`config.mk`:
```
export PLATFORM = sky130hd
export DESIGN_NAME = harmonic_note_player_flat
export DESIGN_NICKNAME = d
export VERILOG_FILES = /design/src/rtl/harmonic_note_player_pkg.sv /design/src/rtl/harmonic_note_player_if.sv /design/src/rtl/harmonic_note_player_osc.sv /design/src/rtl/harmonic_note_player.sv /design/src/flat_wrapper.sv
export SDC_FILE = /design/constraint.sdc
export NUM_CORES = 1
export LEC_CHECK = 0
export CAP_MARGIN = 30
export CORE_MARGIN = 2
export CORE_UTILIZATION = 55
export CTS_CLUSTER_SIZE = 16
export DETAILED_ROUTE_END_ITERATION = 6
export PLACE_DENSITY = 0.7
export SLEW_MARGIN = 20
export SYNTH_ARGS = -nofsm -noshare
export SYNTH_HDL_FRONTEND = slang
export SYNTH_SLANG_ARGS = --single-unit
export TNS_END_PERCENT = 5
```
`constraint.sdc`:
```
create_clock -name clk -period 11.8 [get_ports clk]
set_clock_uncertainty 0.15 [all_clocks]
set_input_delay 2.36 -clock clk [delete_from_list [all_inputs] [get_ports clk]]
set_output_delay 2.36 -clock clk [all_outputs]
set_load 0.005 [all_outputs]
```
`src/rtl/harmonic_note_player_pkg.sv`:
```
// Shared types and helpers for the harmonic note voice: envelope state encoding,
// note-to-phase-step lookup and signed saturation.
package harmonic_note_player_pkg;

  localparam int SAMPLE_W_DEF = 16;
  localparam int PHASE_W      = 20;

  typedef logic [2:0] env_state_t;
  localparam env_state_t ENV_IDLE    = 3'd0;  // no note, gain 0
  localparam env_state_t ENV_ATTACK  = 3'd1;  // gain ramps up to full scale
  localparam env_state_t ENV_DECAY   = 3'd2;  // gain falls toward sustain level
  localparam env_state_t ENV_SUSTAIN = 3'd3;  // gain held at sustain level
  localparam env_state_t ENV_RELEASE = 3'd4;  // gain shrinks by a quarter per beat

  // Note 0 is a rest; notes 1..63 are semitones upward from C1 at a 48 kHz sample rate.
  function automatic logic [PHASE_W-1:0] freq_step(input logic [5:0] note);
    logic [5:0]  idx;
    logic [2:0]  octave;
    logic [3:0]  semi;
    logic [11:0] base;
    idx    = note - 6'd1;
    octave = 3'(idx / 6'd12);
    semi   = 4'(idx % 6'd12);
    case (semi)
      4'd0:    base = 12'd714;
      4'd1:    base = 12'd757;
      4'd2:    base = 12'd802;
      4'd3:    base = 12'd849;
      4'd4:    base = 12'd900;
      4'd5:    base = 12'd953;
      4'd6:    base = 12'd1010;
      4'd7:    base = 12'd1070;
      4'd8:    base = 12'd1134;
      4'd9:    base = 12'd1201;
      4'd10:   base = 12'd1273;
      4'd11:   base = 12'd1348;
      default: base = 12'd714;
    endcase
    if (note == 6'd0) return '0;
    return PHASE_W'(base) << octave;
  endfunction

  function automatic logic signed [31:0] saturate(input logic signed [31:0] x, input int w);
    logic signed [31:0] hi;
    logic signed [31:0] lo;
    hi = (32'sd1 <<< (w - 1)) - 32'sd1;
    lo = -(32'sd1 <<< (w - 1));
    if (x > hi) return hi;
    if (x < lo) return lo;
    return x;
  endfunction

endpackage

```
`src/rtl/harmonic_note_player_if.sv`:
```
// Control and sample bus between the song reader / codec path and one note voice.
interface harmonic_note_player_if
  import harmonic_note_player_pkg::*;
#(
  parameter int NUM_HARMONICS = 3,
  parameter int SAMPLE_W      = SAMPLE_W_DEF
);
  logic                         play_enable;
  logic [5:0]                   note_to_load;
  logic [5:0]                   duration_to_load;
  logic                         load_new_note;
  logic                         beat;
  logic [2*NUM_HARMONICS-1:0]   harmonic_shift;
  logic                         generate_next_sample;
  logic                         done_with_note;
  logic signed [SAMPLE_W-1:0]   sample_out;
  logic                         new_sample_ready;

  modport master (
    output play_enable, note_to_load, duration_to_load, load_new_note, beat,
           harmonic_shift, generate_next_sample,
    input  done_with_note, sample_out, new_sample_ready
  );

  modport slave (
    input  play_enable, note_to_load, duration_to_load, load_new_note, beat,
           harmonic_shift, generate_next_sample,
    output done_with_note, sample_out, new_sample_ready
  );
endinterface

```
`src/rtl/harmonic_note_player_osc.sv`:
```
// One harmonic: 20-bit phase accumulator feeding a quarter-wave sine table,
// sample registered one cycle after each advance.
module harmonic_note_player_osc
  import harmonic_note_player_pkg::*;
#(
  parameter int SAMPLE_W = SAMPLE_W_DEF
) (
  input  logic                       clk,
  input  logic                       reset_n,
  input  logic                       clear,
  input  logic                       advance,
  input  logic [PHASE_W-1:0]         step,
  output logic signed [SAMPLE_W-1:0] sample
);

  logic [PHASE_W-1:0] phase;
  logic [PHASE_W-1:0] phase_next;

  assign phase_next = phase + step;

  // 64 points per cycle; quadrant bits mirror and negate a 17-entry quarter table.
  function automatic logic signed [15:0] sine(input logic [5:0] idx);
    logic [4:0]  j;
    logic [14:0] mag;
    j = idx[4] ? (5'd16 - {1'b0, idx[3:0]}) : {1'b0, idx[3:0]};
    case (j)
      5'd0:    mag = 15'd0;
      5'd1:    mag = 15'd3212;
      5'd2:    mag = 15'd6393;
      5'd3:    mag = 15'd9512;
      5'd4:    mag = 15'd12539;
      5'd5:    mag = 15'd15446;
      5'd6:    mag = 15'd18204;
      5'd7:    mag = 15'd20787;
      5'd8:    mag = 15'd23170;
      5'd9:    mag = 15'd25329;
      5'd10:   mag = 15'd27245;
      5'd11:   mag = 15'd28898;
      5'd12:   mag = 15'd30273;
      5'd13:   mag = 15'd31356;
      5'd14:   mag = 15'd32137;
      5'd15:   mag = 15'd32609;
      5'd16:   mag = 15'd32767;
      default: mag = 15'd0;
    endcase
    return idx[5] ? -$signed({1'b0, mag}) : $signed({1'b0, mag});
  endfunction

  always_ff @(posedge clk or negedge reset_n) begin
    if (!reset_n) begin
      phase  <= '0;
      sample <= '0;
    end else if (clear) begin
      phase <= '0;
    end else if (advance) begin
      phase  <= phase_next;
      sample <= SAMPLE_W'(sine(phase_next[PHASE_W-1 -: 6])) <<< (SAMPLE_W - 16);
    end
  end

endmodule

```
`src/rtl/harmonic_note_player.sv`:
```
// Note voice: duration counter, beat-driven ADSR envelope and a 4-stage
// harmonic mix / saturate / gain pipeline answering codec requests.
module harmonic_note_player
  import harmonic_note_player_pkg::*;
#(
  parameter int NUM_HARMONICS = 3,
  parameter int SAMPLE_W      = SAMPLE_W_DEF,
  parameter int ATTACK_STEP   = 64,
  parameter int DECAY_STEP    = 16,
  parameter int SUSTAIN_LEVEL = 192,
  parameter int RELEASE_BEATS = 4
) (
  input logic                   clk,
  input logic                   reset_n,
  harmonic_note_player_if.slave bus
);

  localparam int SUM_W = SAMPLE_W + $clog2(NUM_HARMONICS);

  logic [5:0]                 dur, dur_next;
  logic                       done_q;
  logic [5:0]                 note_q;
  logic [PHASE_W-1:0]         freq_q;
  env_state_t                 env_state;
  logic [7:0]                 gain;
  logic [8:0]                 gain_up;
  logic signed [9:0]          gain_dn;
  logic                       step_beat, load_ok, advance;
  logic signed [SAMPLE_W-1:0] osc_sample [NUM_HARMONICS];
  logic signed [SUM_W-1:0]    sum_c, sum_q;
  logic signed [SAMPLE_W-1:0] sat_q, sample_q;
  logic signed [SAMPLE_W+8:0] prod;
  logic [2:0]                 req_v, play_v;
  logic                       ready_q;

  assign step_beat = bus.beat && bus.play_enable && (dur != 6'd0);
  // A load on the beat that expires the current note takes effect instead of the expiry.
  assign load_ok   = bus.load_new_note && ((dur == 6'd0) || (step_beat && dur == 6'd1));
  assign advance   = bus.generate_next_sample && bus.play_enable;
  assign gain_up   = {1'b0, gain} + 9'(ATTACK_STEP);
  assign gain_dn   = $signed({2'b00, gain}) - $signed(10'(DECAY_STEP));

  always_comb begin
    dur_next = dur;
    if (load_ok)        dur_next = bus.duration_to_load;
    else if (step_beat) dur_next = dur - 6'd1;
  end

  always_ff @(posedge clk or negedge reset_n) begin
    if (!reset_n) begin
      dur    <= '0;
      done_q <= 1'b1;
      note_q <= '0;
      freq_q <= '0;
    end else begin
      dur    <= dur_next;
      done_q <= (dur_next == 6'd0);
      if (load_ok) note_q <= bus.note_to_load;
      freq_q <= freq_step(note_q);
    end
  end

  always_ff @(posedge clk or negedge reset_n) begin
    if (!reset_n) begin
      env_state <= ENV_IDLE;
      gain      <= '0;
    end else if (load_ok) begin
      gain      <= '0;
      env_state <= (bus.duration_to_load != 6'd0) ? ENV_ATTACK : ENV_IDLE;
    end else if (step_beat) begin
      if (dur_next == 6'd0) begin
        env_state <= ENV_IDLE;
        gain      <= '0;
      end else if (env_state == ENV_RELEASE) begin
        gain <= gain - (gain >> 2);
      end else if (dur_next <= 6'(RELEASE_BEATS)) begin
        env_state <= ENV_RELEASE;
      end else begin
        case (env_state)
          ENV_ATTACK:
            if (gain_up >= 9'd255) begin
              gain      <= 8'd255;
              env_state <= ENV_DECAY;
            end else begin
              gain <= gain_up[7:0];
            end
          ENV_DECAY:
            if (gain_dn <= $signed(10'(SUSTAIN_LEVEL))) begin
              gain      <= 8'(SUSTAIN_LEVEL);
              env_state <= ENV_SUSTAIN;
            end else begin
              gain <= gain_dn[7:0];
            end
          default: ;
        endcase
      end
    end
  end

  for (genvar k = 0; k < NUM_HARMONICS; k++) begin : g_osc
    harmonic_note_player_osc #(.SAMPLE_W(SAMPLE_W)) u_osc (
      .clk     (clk),
      .reset_n (reset_n),
      .clear   (load_ok),
      .advance (advance),
      .step    (PHASE_W'(freq_q * (k + 1))),
      .sample  (osc_sample[k])
    );
  end

  always_comb begin
    sum_c = '0;
    for (int k = 0; k < NUM_HARMONICS; k++)
      sum_c = sum_c + (SUM_W'(osc_sample[k]) >>> bus.harmonic_shift[2*k +: 2]);
  end

  assign prod = (SAMPLE_W+9)'(sat_q) * $signed({{SAMPLE_W{1'b0}}, gain});

  // Data stages run every cycle; the valid/play shift registers pick out request slots.
  always_ff @(posedge clk or negedge reset_n) begin
    if (!reset_n) begin
      req_v    <= '0;
      play_v   <= '0;
      sum_q    <= '0;
      sat_q    <= '0;
      sample_q <= '0;
      ready_q  <= 1'b0;
    end else begin
      req_v   <= {req_v[1:0], bus.generate_next_sample};
      play_v  <= {play_v[1:0], advance};
      sum_q   <= sum_c;
      sat_q   <= SAMPLE_W'(saturate(32'(sum_q), SAMPLE_W));
      ready_q <= req_v[2];
      if (req_v[2]) sample_q <= play_v[2] ? SAMPLE_W'(prod >>> 8) : '0;
    end
  end

  assign bus.done_with_note   = done_q;
  assign bus.sample_out       = sample_q;
  assign bus.new_sample_ready = ready_q;

endmodule

```
`src/flat_wrapper.sv`:
```
// flat-port wrapper written by rule: the top's interface ports become plain ports
module harmonic_note_player_flat import harmonic_note_player_pkg::*;
#(
  parameter int NUM_HARMONICS = 3,
  parameter int SAMPLE_W      = SAMPLE_W_DEF,
  parameter int ATTACK_STEP   = 64,
  parameter int DECAY_STEP    = 16,
  parameter int SUSTAIN_LEVEL = 192,
  parameter int RELEASE_BEATS = 4
)
  (clk, reset_n, bus_play_enable, bus_note_to_load, bus_duration_to_load, bus_load_new_note, bus_beat, bus_harmonic_shift, bus_generate_next_sample, bus_done_with_note, bus_sample_out, bus_new_sample_ready);
  harmonic_note_player_if #(.NUM_HARMONICS(NUM_HARMONICS), .SAMPLE_W(SAMPLE_W)) bus_i ();
  input logic clk;
  input logic reset_n;
  input wire logic [$bits(bus_i.play_enable)-1:0] bus_play_enable;
  input wire logic [$bits(bus_i.note_to_load)-1:0] bus_note_to_load;
  input wire logic [$bits(bus_i.duration_to_load)-1:0] bus_duration_to_load;
  input wire logic [$bits(bus_i.load_new_note)-1:0] bus_load_new_note;
  input wire logic [$bits(bus_i.beat)-1:0] bus_beat;
  input wire logic [$bits(bus_i.harmonic_shift)-1:0] bus_harmonic_shift;
  input wire logic [$bits(bus_i.generate_next_sample)-1:0] bus_generate_next_sample;
  output wire logic [$bits(bus_i.done_with_note)-1:0] bus_done_with_note;
  output wire logic [$bits(bus_i.sample_out)-1:0] bus_sample_out;
  output wire logic [$bits(bus_i.new_sample_ready)-1:0] bus_new_sample_ready;
  assign bus_i.play_enable = bus_play_enable;
  assign bus_i.note_to_load = bus_note_to_load;
  assign bus_i.duration_to_load = bus_duration_to_load;
  assign bus_i.load_new_note = bus_load_new_note;
  assign bus_i.beat = bus_beat;
  assign bus_i.harmonic_shift = bus_harmonic_shift;
  assign bus_i.generate_next_sample = bus_generate_next_sample;
  assign bus_done_with_note = bus_i.done_with_note;
  assign bus_sample_out = bus_i.sample_out;
  assign bus_new_sample_ready = bus_i.new_sample_ready;
  harmonic_note_player #(.NUM_HARMONICS(NUM_HARMONICS), .SAMPLE_W(SAMPLE_W), .ATTACK_STEP(ATTACK_STEP), .DECAY_STEP(DECAY_STEP), .SUSTAIN_LEVEL(SUSTAIN_LEVEL), .RELEASE_BEATS(RELEASE_BEATS)) u_core (.clk(clk), .reset_n(reset_n), .bus(bus_i));
endmodule
```
* Yosys cells after proc, flatten, opt, wreduce, memory -nomap -nowiden
Memory sizes are Yosys's and may differ from the RTL's.
Index checks and enable logic that the tools add are counted.
** Word-level totals
- Output and inout port bits :: 18
- Flip-flop bits (word level) :: 209
- Logic and storage cells :: 126
- ROM bits :: 1616
- Memories :: 4
- Input port bits :: 24
** Memories
- (name not given) :: depth 32, width 15, read ports 1, clocked after Yosys merged registers in 0, wr ports 0, line harmonic_note_player_osc.sv:26 : case (j)
- (name not given) :: depth 32, width 15, read ports 1, clocked after Yosys merged registers in 0, wr ports 0, line harmonic_note_player_osc.sv:26
- (name not given) :: depth 32, width 15, read ports 1, clocked after Yosys merged registers in 0, wr ports 0, line harmonic_note_player_osc.sv:26
- (name not given) :: depth 16, width 11, read ports 1, clocked after Yosys merged registers in 0, wr ports 0, line harmonic_note_player_pkg.sv:24 : case (semi)
** Cells by class
- Multiplexer cells :: 48
- Reductions and logical operators :: 18
- Bitwise gates (word level) :: 1
- Divide/modulo/power cells :: 2
- Add/sub/neg operators :: 16
- Multiply operators :: 2
- $lt $le $gt $ge :: 5
- Eq/ne operators :: 8
- Shifts and indexed selects :: 4
** Operators by type and width (count)
- $mux W20 :: 8
- $mux W16 :: 8
- $mux W15 :: 6
- $add A20 B20 Y20 :: 3
- $mux W8 :: 7
- $sshr A16 B2 Y18 :: 3
- $neg A15 Y16 :: 3
- $add A18 B18 Y18 :: 2
- $mul A16 B9 Y24 :: 1
- $mux W3 :: 7
- $mul A20 B2 Y20 const B :: 1
- $shl A12 B3 Y20 :: 1
- $gt A18 B16 Y1 const B :: 1
- $logic_not A6 Y1 :: 3
- $lt A18 B16 Y1 const B :: 1
- $pmux W8 S2 :: 1
- $mux W5 :: 3
- $sub A5 B4 Y5 const A :: 3
- $mux W6 :: 2
- $reduce_bool A6 Y1 :: 2
- $sub A6 B1 Y6 const B :: 2
- $le A10 B9 Y1 const B :: 1
- $ne A5 B2 Y1 const B :: 2
- $reduce_bool A5 Y1 :: 2
- other kinds (22) :: 31

* Depth between registers and ports, before layout
Gate-level depths: netlist of run 1.
- Depth after elaboration :: 12
- Gate-level depth with buffers :: 28
- Mapped depth without buffers :: 25

* Modules after synthesis
A second synthesis of run 1 with hierarchy kept.
** Unflattened totals
- Cell total of the unflattened synthesis :: 2953
- Area, all modules :: 24903.9 µm²
** Modules (own cells, without submodules)
- harmonic_note_player :: cells each 1435, area each 12768.5 µm², seq. area each 2478.6 µm², instances 1
- harmonic_note_player_osc :: cells each 506, area each 4045.1 µm², seq. area each 900.9 µm², instances 3

* Worst setup path before layout of run 1
OpenSTA, ideal clock, no wires.
- Path type :: input to register
- Start :: input port bus_harmonic_shift[4]
- End :: register u_core.sum_q[15]
- Required time :: 11.524 ns
- Path buffers :: 2
- Library setup time :: 0.126 ns
- Stages on the path :: 22
- Slack :: 4.592 ns
- Data arrival time :: 6.932 ns
- Cell sequence :: clkbuf_1 -> buf_1 -> mux2_2 -> a21oi_1 -> fa_1 -> inv_1 -> ha_1 -> inv_1 -> fa_1 -> nor2b_1 -> o21ai_0 -> a21boi_0 -> o21ai_0 -> a21boi_0 -> o21ai_0 -> a21boi_0 -> o21ai_0 -> a21boi_0 -> o21ai_0 -> a21boi_0 -> nor4_1 -> a311o_1
** On the way
- Cells in the longest elaborated chain, start to end :: 2
** Ends and longest elaborated chain
- from (decl) :: line flat_wrapper.sv:20 : input wire logic [$bits(bus_i.harmonic_shift)-1:0] bus_harmonic_shift;
- $sshr A16 B2 Y18 :: line harmonic_note_player.sv:114 : sum_c = sum_c + (SUM_W'(osc_sample[k]) >>> bus.harmonic_shift[2*k +: 2]);
- $add A18 B18 Y18 :: line harmonic_note_player.sv:114
- via u_core.sum_c[15] :: line harmonic_note_player.sv:30 : logic signed [SUM_W-1:0] sum_c, sum_q;
- to (signal assigned) :: line harmonic_note_player.sv:131 : sum_q <= sum_c;
- to (decl) :: line harmonic_note_player.sv:30
The timed path passes the listed nets, and every way through them passes these cells.
A chain may end at the register's enable or synchronous reset.

* Worst setup path after layout of run 1
- Start :: input port bus_harmonic_shift[2]
- End :: register u_core.sum_q[15]
** On the way
- Cells in the longest elaborated chain, start to end :: 3
** Ends and longest elaborated chain (line)
- $sshr A16 B2 Y18 :: harmonic_note_player.sv:114
- $add A18 B18 Y18 (2 in series) :: harmonic_note_player.sv:114
- via u_core.sum_c[15] :: harmonic_note_player.sv:30
The timed path passes the listed nets, and every way through them passes these cells.

==> results of run 1 <==
## path summary, 6_finish.rpt
check / start / end / slack [ns] / cells past startpoint
max: bus_harmonic_shift[2] / u_core.sum_q[15] / 4.27 / 21
min: u_core.req_v[1] / u_core.req_v[2] / 0.20 / 0
max reg2reg: u_core.freq_q[6] / u_core.g_osc[2].u_osc.sample[12] / 4.48 / 25
min reg2reg: u_core.req_v[1] / u_core.req_v[2] / 0.20 / 0
max in group asynchronous: reset_n / u_core.g_osc[1].u_osc.sample[5] / 8.63 / 2
min in group asynchronous: reset_n / u_core.bus.sample_out[1] / 1.67 / 1
## registers in the layout (all words and copies together) (netlist names)
| name | flops |
|---|---|
| u_core.dur | 6 |
| u_core.req_v | 3 |
| u_core.bus.done_with_note | 1 |
| u_core.sum_q | 18 |
| u_core.sat_q | 16 |
| u_core.freq_q | 18 |
| u_core.play_v | 3 |
| u_core.g_osc.u_osc.sample | 48 |
| u_core.g_osc.u_osc.phase | 59 |
| u_core.env_state | 3 |
| u_core.gain | 8 |
| u_core.bus.new_sample_ready | 1 |
| u_core.note_q | 6 |
| u_core.bus.sample_out | 16 |
## critical path, delay by kind of cell
family / cells / cell delay, ns
multiplexers: 1 / 0.59
AND/OR/NAND/NOR: 2 / 0.21
adder cells (fa/ha/maj): 3 / 0.96
AO/OA/AOI/OAI: 11 / 2.44
buffers and inverters: 4 / 1.22
## through the flow
stage          area [um^2]  util (%)  hold slack, ns  instances  setup WS [ns]
3_3_place_gp         22960     57.52          0.1824       3125          3.958
5_1_grt              23990     60.09          0.2159       3178          3.796
4_1_cts              23940     59.98          0.2036       3174          4.019
2_1_floorplan        22350         -          0.1812       2679          4.592
6_report             23990     60.09          0.2001       3178          4.275
3_5_place_dp         22960     57.53          0.1864       3126          3.785
## cells by family after synthesis
logic type | after synthesis
compound gates | 710
xor+xnor | 120
fa+ha+maj | 292
buf+inv | 422
flops | 206
mux | 76
simple gates | 853
## layout make-up
class                           instances  share of cell area [%]
Multi-Input combinational cell       2051                   64.82
Sequential cell                       206                   21.50
Tap cell                              525                   2.739
Clock buffer                           32                   2.937
Clock inverter                         16                   1.132
Timing Repair Buffer                   59                   2.347
Inverter                              289                   4.528
## synthesized netlist by cell type, drive strengths merged (7+ instances only)
| cell | count |
|---|---|
| o211ai | 19 |
| mux2 | 12 |
| o21a | 25 |
| inv | 283 |
| a211o | 8 |
| o21ai | 172 |
| and3 | 13 |
| or3 | 21 |
| fa | 137 |
| a22oi | 9 |
| nor3 | 65 |
| nand2b | 10 |
| ha | 155 |
| o22ai | 24 |
| dfrtp | 205 |
| a31oi | 22 |
| nand3 | 40 |
| a211oi | 44 |
| xnor2 | 87 |
| or2 | 9 |
| nor2b | 18 |
| o31ai | 16 |
| nand2 | 349 |
| and2 | 82 |
| a21oi | 213 |
| nor2 | 199 |
| o311ai | 7 |
| clkbuf | 102 |
| nand4 | 14 |
| nor4 | 14 |
| mux2i | 36 |
| o21bai | 11 |
| xor2 | 33 |
| buf | 31 |
| a21o | 37 |
| a2111oi | 8 |
| mux4 | 28 |
## per-layer routing
layer	part of all wire, %	vias to the layer above
met3	4.0	83
li1	-	9172
met4	2.2	0
met1	46	9112
met2	48	454
met5	0	-
==> flow_summary.toml, run 1 <==
[critical_path]
crit_path_max_incr_delay_ns = 0.99
slowest_stage = "clkdlybuf4s50_1"
end_kind = "flop"
path_cells = "clkdlybuf4s50_1 -> mux4_2 -> inv_1 -> fa_1 -> inv_1 -> ha_1 -> inv_1 -> fa_1 -> nor2b_1 -> o21ai_0 -> a21boi_0 -> o21ai_0 -> a21boi_0 -> o21ai_0 -> a21boi_0 -> o21ai_0 -> a21boi_0 -> o21ai_0 -> a21boi_0 -> nor4_1 -> a311o_1"
crit_fanout = 15
worst_ep_arrival_time_ns = 7.79
worst_setup_path_start_kind = "primary input"
cp.required_ns = 12.07
path_class = "primary input to flop"

[global_route]
grt_pass1_wl_mm = 91.82
globalRouteTotalUtil_pct = 26.29
grt.busiest_layer = "met2"
globalRouteMet1Util_pct = 36.56
grt_pass1_vias = 18440
grt_overflow_total = 0
grt_max_degree = 90
antenna_found_initial = 0
grtUsageMet3_pct = 2.550
use_met2_pct = 44.12

[logic_synthesis]
ys_seq_area_share_pct = 23.07
syn_avg_cell_area_um2 = 8.342
synth.top_cell.area_share_pct = 22.95
synth-xor-area-share_pct = 4.921
yosys.area_share.simple_pct = 17.52
synth_warnings = 0
ys.flop_type = "dfrtp_1"
ys_top_cells_by_area = "dfrtp_1, fa_1, ha_1"
synth_edf_count = 0
synthAdderAreaFrac_pct = 20.95
synthMuxAreaShare_pct = 5.055
yosys_register_bits = 206
netlist-cell-type-count = 110
syn-instance-count = 2679
async_flop_share_pct = 100.0
syn_area_um2 = 22350
synth.largest_area_cell = "dfrtp_1"
synth_top_family_by_area = "compound AO/OA/AOI/OAI gates"
syn-num-nets = 2995
synth_compound_area_share_pct = 21.07

[place]
gp_congestion = 0.9400
port-buffer-count = 41
dpl.hpwl_mm = 40.43

[finish]
area_delta_synth_final_pct = 7.323
regArea_um2 = 5156
diodes = 0
mostFrequentLayoutCell = "nand2_1"
multiInputGateArea_um2 = 15550
fin_nets = 2950
n_fill_cell = 3513
layout_common_cells = "nand2_1, inv_1, a21oi_1"
drive_gt1_share_pct = 6.408

[route]
wire_per_inst_um = 17.12
wl_mm = 54.41
vias_per_cell = 5.922
firstDrtPassIters = 7
ant_nets = 0
drt-initial-drc-count = 1324
drc = 0
num_vias = 18820

[clocking]
clkTransAtPathRegs_ns = 0.06
cts_root_buf = "clkbuf_16"
numCtsBuffers = 27
cts_sinks = 206
htreeDepth = 1
hold_buffers = 0
cts_resized = 0
cts_setup_buffers = 0
clockBufferDepth = 3
cts_tree = "yes"
clock_latency_ns = 0.56

[floorplanning]
dieArea_um2 = 42260
row_count = 73
die_y_um = 205.6
die_w_um = 205.6
ioPinCount = 42
start_util_pct = 55.99
core_area_um2 = 39910

[sta]
rsz0062_at_grt = "false"
fin_crit_ns = 7.525
finalSetupViolations = 0
final.setup.tns_ns = 0
final-hold-violation-count = 0
worst_pin_slew_ns = 0.9665
timing.fmax_ghz = 0.1329
finalMaxSlewViolations = 0
maxSlewHeadroom_pct = 35.25
finalCritPeriodShare_pct = 63.78

[job]
cap_viol_max_count = 0

[run_status]
outcome = "finished, final reports clean"

[hold_path]
hp-class = "flop to flop"
Power of run 1 is not shown: default switching activity piles up to over one toggle a cycle in this logic, so the estimate is an artifact.
==> inputs of run 2 (changes only) <==
Settings changed: PLACE_DENSITY 0.7 to 0.72.
Clock period 11.8 ns to 6.4 ns, I/O delays scaled along.
==> flow_summary.toml, run 2 (synthesis gave the netlist of run 1 again) <==
[clocking]
cts_sinks = 206
clockBufferDepth = 3
cts_tree = "yes"
clock_latency_ns = 0.55
htreeDepth = 1
cts_root_buf = "clkbuf_16"
hold_buffers = 0
clkTransAtPathRegs_ns = 0.06
numCtsBuffers = 27

[critical_path]
path_class = "flop to flop"
critical_path_depth = 25
worst_ep_arrival_time_ns = 6.40
path_delay_family = "adder cells"
cpMostUsedCell = "ha_1"
reg2reg_depth = 25
end_kind = "flop"
crit_fanout = 6
slowest_stage = "or4_4"
crit_path_max_incr_delay_ns = 0.55
worst_setup_path_start_kind = "flop"
timing.reg2reg.setup_slack_ns = 0.31
cp.required_ns = 6.71
critPathBufInv = 2

[route]
drc = 0
wl_mm = 55.17
ant_nets = 0
num_vias = 19200
wire_per_inst_um = 17.11
firstDrtPassIters = 7
vias_per_cell = 5.957
drt-initial-drc-count = 1375

[finish]
fin_nets = 2996
n_fill_cell = 3433
mostFrequentLayoutCell = "nand2_1"
top_register = "u_core.g_osc.u_osc.phase"
largest_register_ffs = 59
drive_gt1_share_pct = 8.373
final_util_pct = 61.02
diodes = 0
regArea_um2 = 5156
layout_common_cells = "nand2_1, inv_1, a21oi_1"
area_delta_synth_final_pct = 8.986
top_regs = "u_core.g_osc.u_osc.phase: 59 flops, u_core.g_osc.u_osc.sample: 48 flops"
multiInputGateArea_um2 = 15590

[job]
cap_viol_max_count = 0

[sta]
finalSetupViolations = 0
finalCritPeriodShare_pct = 95.19
worst_pin_slew_ns = 0.9271
timing.fmax_ghz = 0.1641
rsz0062_at_grt = "true"
setup_ws_ns = 0.3080
finalMaxSlewViolations = 0
maxSlewHeadroom_pct = 37.89
final-hold-violation-count = 0
worst_hold_slack_ns = 0.1963
fin_crit_ns = 6.092

[hold_path]
hp-class = "flop to flop"
holdPathStages = 0

[global_route]
grt_overflow_total = 0
grt_max_degree = 105
grt_pass1_wl_mm = 93.99
grt_pass1_vias = 19130
antenna_found_initial = 0
globalRouteTotalUtil_pct = 26.95

[floorplanning]
ioPinCount = 42
core_area_um2 = 39910
dieArea_um2 = 42260
start_util_pct = 55.99
die_w_um = 205.6
die_y_um = 205.6
row_count = 73

[place]
port-buffer-count = 41
gp_congestion = 0.9203
dpl.hpwl_mm = 41.76
pre_cts_ws_ns = -0.1379

[run_status]
outcome = "finished, final reports clean"
## run 2: worst reg2reg max path, stage by stage (launching register included)
cell and delay (ns):
dfrtp_1 0.40, fa_1 0.49, ha_1 0.26, fa_2 0.38, a211oi_2 0.26, o211ai_1 0.16
a41oi_2 0.25, o21ai_2 0.12, xnor2_1 0.24, ha_1 0.30, o21a_1 0.12, o211ai_1 0.15
o21ai_2 0.13, ha_1 0.33, inv_2 0.07, buf_4 0.14, or4_4 0.55, a32o_2 0.31
and2_1 0.17, ha_1 0.21, o41ai_1 0.09, nor4b_2 0.12, nand4_1 0.18, nand2_1 0.12
xnor2_2 0.19, o21ai_0 0.13
## run 2: area by class of cell
type,count,area share (%)
Tap cell,525,2.697
Clock buffer,33,2.907
Multi-Input combinational cell,2051,64.02
Sequential cell,206,21.17
Clock inverter,15,1.033
Inverter,289,4.459
Timing Repair Buffer,105,3.719
## run 2: what timing repair did
action,CTS,global route
buffers inserted,0,1
endpoints found under the setup margin,5,7
resized for setup,3,12
pin swaps,0,9
## run 2: worst paths after layout
| kind | startpoint | end |
|---|---|---|
| setup / recovery | u_core.g_osc[2].u_osc.phase[1] | u_core.g_osc[2].u_osc.sample[8] |
| hold / removal | u_core.req_v[1] | u_core.req_v[2] |
| setup reg to reg | u_core.g_osc[2].u_osc.phase[1] | u_core.g_osc[2].u_osc.sample[8] |
| hold reg to reg | u_core.req_v[1] | u_core.req_v[2] |
| max in group asynchronous | reset_n | u_core.freq_q[13] |
| min in group asynchronous | reset_n | u_core.bus.sample_out[1] |
## run 2: stage by stage
step           cells  setup TNS, ns  instance area (um^2)
2_1_floorplan   2679              0                 22350
3_3_place_gp    3174              0                 23330
3_5_place_dp    3175        -0.3533                 23340
4_1_cts         3223              0                 24310
5_1_grt         3224       -0.02830                 24360
6_report        3224              0                 24360
## run 2: per-layer routing
| layer | wire length (um) | track usage (%) | vias up | part of all wire, % |
|---|---|---|---|---|
| met5 | 0 | 0 | - | 0 |
| met4 | 1530 | 8.325 | 0 | 2.8 |
| met3 | 2258 | 2.487 | 97 | 4.1 |
| met2 | 27340 | 47.28 | 459 | 50 |
| met1 | 24040 | 35.22 | 9387 | 44 |
| li1 | - | - | 9261 | - |
Power of run 2 is left out for the same reason.
